==> src/rtl/dmem_ctrl.sv <==
// Data-memory controller for the pipelined MIPS core: word-organised RAM behind a
// request/done handshake with wait states, sub-word access and error reporting.
module dmem_ctrl #(
    parameter int DEPTH_WORDS = 64,
    parameter int ADDR_W      = 32,
    parameter int WAIT_STATES = 0
) (
    input  logic              clk,
    input  logic              reset,
    input  logic              req,
    input  logic              we,
    input  logic [1:0]        size,
    input  logic              uns,
    input  logic [ADDR_W-1:0] addr,
    input  logic [31:0]       wdata,
    output logic [31:0]       rdata,
    output logic              done,
    output logic              err,
    output logic              busy
);
    localparam int IDX_W = $clog2(DEPTH_WORDS);

    typedef enum logic [1:0] {IDLE = 2'd0, BUSY = 2'd1, RESP = 2'd2} state_t;

    state_t            state_r, state_s;
    logic [3:0]        cnt_r;
    logic [ADDR_W-1:0] addr_r;
    logic [1:0]        size_r;
    logic              we_r, uns_r;
    logic [31:0]       wdata_r;
    logic [31:0]       mem_r [DEPTH_WORDS];

    logic              capture_s, commit_s, illegal_s, done_s, busy_s;
    logic [3:0]        be_s;
    logic [31:0]       wlane_s, word_s, load_s;
    logic [IDX_W-1:0]  idx_s;

    // Out-of-range or misaligned accesses, plus the reserved size code, are illegal.
    function automatic logic is_illegal(input logic [1:0] sz, input logic [ADDR_W-1:0] a);
        logic oor;
        oor = ({1'b0, a} >= (ADDR_W+1)'(4 * DEPTH_WORDS));
        case (sz)
            2'b00:   is_illegal = oor;
            2'b01:   is_illegal = oor | a[0];
            2'b10:   is_illegal = oor | (a[1:0] != 2'b00);
            default: is_illegal = 1'b1;
        endcase
    endfunction

    // Pick the addressed lanes out of a word and extend them to 32 bits.
    function automatic logic [31:0] extract(input logic [31:0] w, input logic [1:0] sz,
                                            input logic [1:0] lane, input logic u);
        logic [7:0]  b;
        logic [15:0] h;
        b = 8'(w >> {lane, 3'b000});
        h = lane[1] ? w[31:16] : w[15:0];
        case (sz)
            2'b00:   extract = u ? {24'd0, b} : {{24{b[7]}}, b};
            2'b01:   extract = u ? {16'd0, h} : {{16{h[15]}}, h};
            default: extract = w;
        endcase
    endfunction

    assign capture_s = req && ((state_r == IDLE) || (state_r == RESP));
    assign commit_s  = (state_r == BUSY) && (cnt_r == 4'd0);
    assign illegal_s = is_illegal(size_r, addr_r);
    assign idx_s     = addr_r[IDX_W+1:2];
    assign word_s    = mem_r[idx_s];
    assign load_s    = extract(word_s, size_r, addr_r[1:0], uns_r);

    // Byte enables and lane-replicated store data.
    always_comb begin
        be_s    = 4'b0000;
        wlane_s = wdata_r;
        case (size_r)
            2'b00: begin
                be_s    = 4'b0001 << addr_r[1:0];
                wlane_s = {4{wdata_r[7:0]}};
            end
            2'b01: begin
                be_s    = addr_r[1] ? 4'b1100 : 4'b0011;
                wlane_s = {2{wdata_r[15:0]}};
            end
            2'b10:   be_s = 4'b1111;
            default: be_s = 4'b0000;
        endcase
    end

    // State register.
    always_ff @(posedge clk or negedge reset) begin
        if (!reset) begin
            state_r <= IDLE;
        end else begin
            state_r <= state_s;
        end
    end

    // Next-state logic; requests arriving while BUSY are ignored.
    always_comb begin
        state_s = state_r;
        case (state_r)
            IDLE:    state_s = req ? BUSY : IDLE;
            BUSY:    state_s = commit_s ? RESP : BUSY;
            RESP:    state_s = req ? BUSY : IDLE;
            default: state_s = IDLE;
        endcase
    end

    // Output decode from the next state so done/busy can be registered in step with it.
    always_comb begin
        busy_s = 1'b0;
        done_s = 1'b0;
        case (state_s)
            BUSY:    busy_s = 1'b1;
            RESP:    done_s = 1'b1;
            default: begin
                busy_s = 1'b0;
                done_s = 1'b0;
            end
        endcase
    end

    // Request capture, wait-state counter and registered outputs.
    always_ff @(posedge clk or negedge reset) begin
        if (!reset) begin
            cnt_r   <= 4'd0;
            addr_r  <= '0;
            size_r  <= 2'b00;
            we_r    <= 1'b0;
            uns_r   <= 1'b0;
            wdata_r <= 32'd0;
            rdata   <= 32'd0;
            done    <= 1'b0;
            err     <= 1'b0;
            busy    <= 1'b0;
        end else begin
            done <= done_s;
            busy <= busy_s;
            err  <= commit_s & illegal_s;
            if (capture_s) begin
                cnt_r   <= 4'(WAIT_STATES);
                addr_r  <= addr;
                size_r  <= size;
                we_r    <= we;
                uns_r   <= uns;
                wdata_r <= wdata;
            end else if ((state_r == BUSY) && (cnt_r != 4'd0)) begin
                cnt_r <= cnt_r - 4'd1;
            end
            // Stores leave rdata untouched; illegal accesses force it to zero.
            if (commit_s) begin
                if (illegal_s) begin
                    rdata <= 32'd0;
                end else if (!we_r) begin
                    rdata <= load_s;
                end
            end
        end
    end

    // RAM array is not reset; a reset during BUSY drops the commit via state_r.
    always_ff @(posedge clk) begin
        if (commit_s && we_r && !illegal_s) begin
            for (int i = 0; i < 4; i++) begin
                if (be_s[i]) begin
                    mem_r[idx_s][8*i +: 8] <= wlane_s[8*i +: 8];
                end
            end
        end
    end
endmodule

==> config.mk <==
export PLATFORM = sky130hd
export DESIGN_NAME = dmem_ctrl
export DESIGN_NICKNAME = d
export VERILOG_FILES = /design/src/rtl/dmem_ctrl.sv
export SDC_FILE = /design/constraint.sdc
export NUM_CORES = 2
export LEC_CHECK = 0
export ABC_AREA = 1
export CORE_UTILIZATION = 25
export DETAILED_ROUTE_END_ITERATION = 7
export PLACE_DENSITY = 0.39
export SLEW_MARGIN = 20
export SYNTH_ARGS = -nofsm -noshare
export SYNTH_HDL_FRONTEND = slang
export SYNTH_SLANG_ARGS = --single-unit
export TNS_END_PERCENT = 20
==> constraint.sdc <==
create_clock -name clk -period 9.3 [get_ports clk]
set_input_delay 1.86 -clock clk [delete_from_list [all_inputs] [get_ports clk]]
set_output_delay 1.86 -clock clk [all_outputs]
set_load 0.02 [all_outputs]
==> results.toml <==
[sta]
finalSetupTns_ps = 0
setup-violations-final = 0
tightest_slew_ps = 1200
fin_crit_ps = 5180
hold_violations = 0
rsz0062_at_grt = "false"
relSlewSlack = 0.196
final_max_slew_viol_count = 0
max_freq_mhz = 193
finClkSkew_ps = 75.6
period_share = 0.557
hold_slack_ps = 465

[routing]
routed_via_density = 4.64
wl_per_cell_um = 27.6
vias = 54757
drcViolationCount = 0
firstDrtPassIters = 5
ant_nets = 0
drt_iter0_drc = 5367
drt-total-wl_um = 325000

[critical_path]
critical_path_peak_fanout = 84
cp_cell_sequence = "inv_8 > nor2_4 > buf_12 > nand2_1 > nor2_1"
arrival_ps = 5650
path_class = "flip-flop to flip-flop"
critical_path.startpoint_type = "flip-flop"
slowest_delay_ps = 1130
endpoint_kind = "flip-flop"
required_ps = 9780
slowest_stage = "nor2_1"

[floorplanning]
fp.dieH_um = 584
die_w_um = 584
initial_core_util = 0.251
dieArea_um2 = 341000
rows = 213
io_pins = 106
core-area_um2 = 337000

[global_routing]
grt_first_pass_wirelength_um = 447000
grt_antenna_before_repair = 18
grt_overflow = 0
grt_pass1_vias = 53797
grtUsageTotal = 0.186
grt_start_max_net_pins = 109

[yosys]
syn_nets = 7029
synth_top_area_share = 0.725
syn_inst = 6953
synth_area_leaders = "edfxtp_1 (73%), nand2_1 (10%), dfrtp_1 (3.2%), nor2_1 (2.8%), o21ai_0 (2.6%)"
ys_seq_area_frac = 0.758
ys_ff_latch = 2157
synth_cell_type_count = 36
avgSynthCellArea_um2 = 12.2
yosys.area.top_type = "edfxtp_1"
synth.cell_area_um2 = 84800
yosysWarnings = 0

[clock_tree]
clock-sinks = 2157
cts_tree = "yes"
clk_path_buf_depth = 4
root_buffer = "clkbuf_16"
path_clk_slew_ps = 60
htreeDepth = 4
cts_buffers = 242
cts.repair.resized = 0
clk-insertion-delay-late_ps = 930
cts_setup_buffers = 0
holdBufCountCts = 0

[power]
max-vdd-ir-drop_mv = 0.157
leakage_nw = 33.9
cellPowerDensity_nw_per_um2 = 239

[layout]
layout_common_cells = "nand2_1 (2,248), edfxtp_1 (2,048), nor2_1 (585)"
instances_no_fill = 11792
area_delta_synth_final_pct = 16.6
final_nets = 7158
drive_above_1_share = 0.0773
final_common_cell = "nand2_1"

[placement]
place.gp.congestion = 0.828
portBuffers = 105
dp.cells = 11352
hpwl_um = 193000

[flow_run]
drv_cap = 0

[worst_hold_path]
hold_class = "flip-flop to flip-flop"

[outcome]
status = "finished clean"
-- worst paths after layout --
check / startpoint / end / slack [ps] / cells past startpoint
worst min-delay path: state_r[1] / done / 460 / 1
max in group asynchronous: reset / wdata_r[6] / 6890 / 2
worst max register to register: addr_r[2] / mem_r[49][8] / 4120 / 5
min in group asynchronous: reset / rdata[22] / 1060 / 1
worst max-delay path: addr_r[2] / mem_r[49][8] / 4120 / 5
worst min register to register: state_r[1] / done / 460 / 1
-- power breakdown --
group          switching (mW)  internal, mW  total (mW)  leakage (nW)
logic                    2.59         0.603        3.19          10.4
registers              0.0767          11.2        11.3          19.9
clock network            3.97          5.15        9.12          3.56
-- final cells by class --
type | count | area (um2)
antenna | 5 | 12.5
multi-input combinational | 4116 | 18200
clock inverter | 129 | 918
sequential | 2157 | 64200
tap | 4515 | 5650
clock buffer | 305 | 6400
fill | 34390 | 238000
timing repair buffer | 232 | 2130
inverter | 333 | 1260
-- layer usage --
metal,global-route usage,routed length [um]
met4,0.0665,12500
met3,0.0241,17200
met1,0.254,143000
met5,0,0
met2,0.304,152000
-- cells by family after synthesis --
| family | after synthesis | share of synthesized area |
|---|---|---|
| and+or+nand+nor | 3442 | 0.166 |
| DFF | 2157 | 0.758 |
| buffers and inverters | 680 | 0.0330 |
| AOI/OAI and AO/OA | 669 | 0.0429 |
| adders and majority gates | 5 | 0.000738 |
-- state kept, by name (all words and copies together) (netlist names) --
register	cells
done	1
size_r	2
state_r	2
wdata_r	32
uns_r	1
err	1
mem_r	2048
rdata	32
busy	1
cnt_r	4
we_r	1
addr_r	32
-- cells in the mapped netlist (all sizes together) --
master and count:
ha 5, o21a 1, or2 23, nand3b 30
clkbuf 146, a31oi 1, nand4 256, inv 328
dfrtp 109, o211ai 7, a211oi 2, a21oi 92
nor4 6, a22o 9, o22ai 10, edfxtp 2048
nand2 2262, clkinv 5, buf 201, nor3 10
o31ai 1, a22oi 81, nand3 208, o2111ai 2
o21ai 463, nor2 647
-- stage by stage --
| step | power, mW | setup slack, ps | utilization | cell area (um2) |
|---|---|---|---|---|
| 5_1_grt | 24.3 | 4030 | 0.293 | 98800 |
| 2_1_floorplan | 12.9 | 4830 | - | 84800 |
| 3_3_place_gp | 14.7 | 4140 | 0.271 | 91400 |
| 3_5_place_dp | 14.7 | 4120 | 0.271 | 91500 |
| 6_report | 23.6 | 4120 | 0.293 | 98900 |
| 4_1_cts | 23.8 | 4030 | 0.293 | 98800 |
-- worst max-delay path: cells and delay by family, from the launching register on --
family	cells	cell delay (ps)
buf+inv	2	850
simple gates	3	2750
flops	1	910
(Power assumes the default switching activity.)
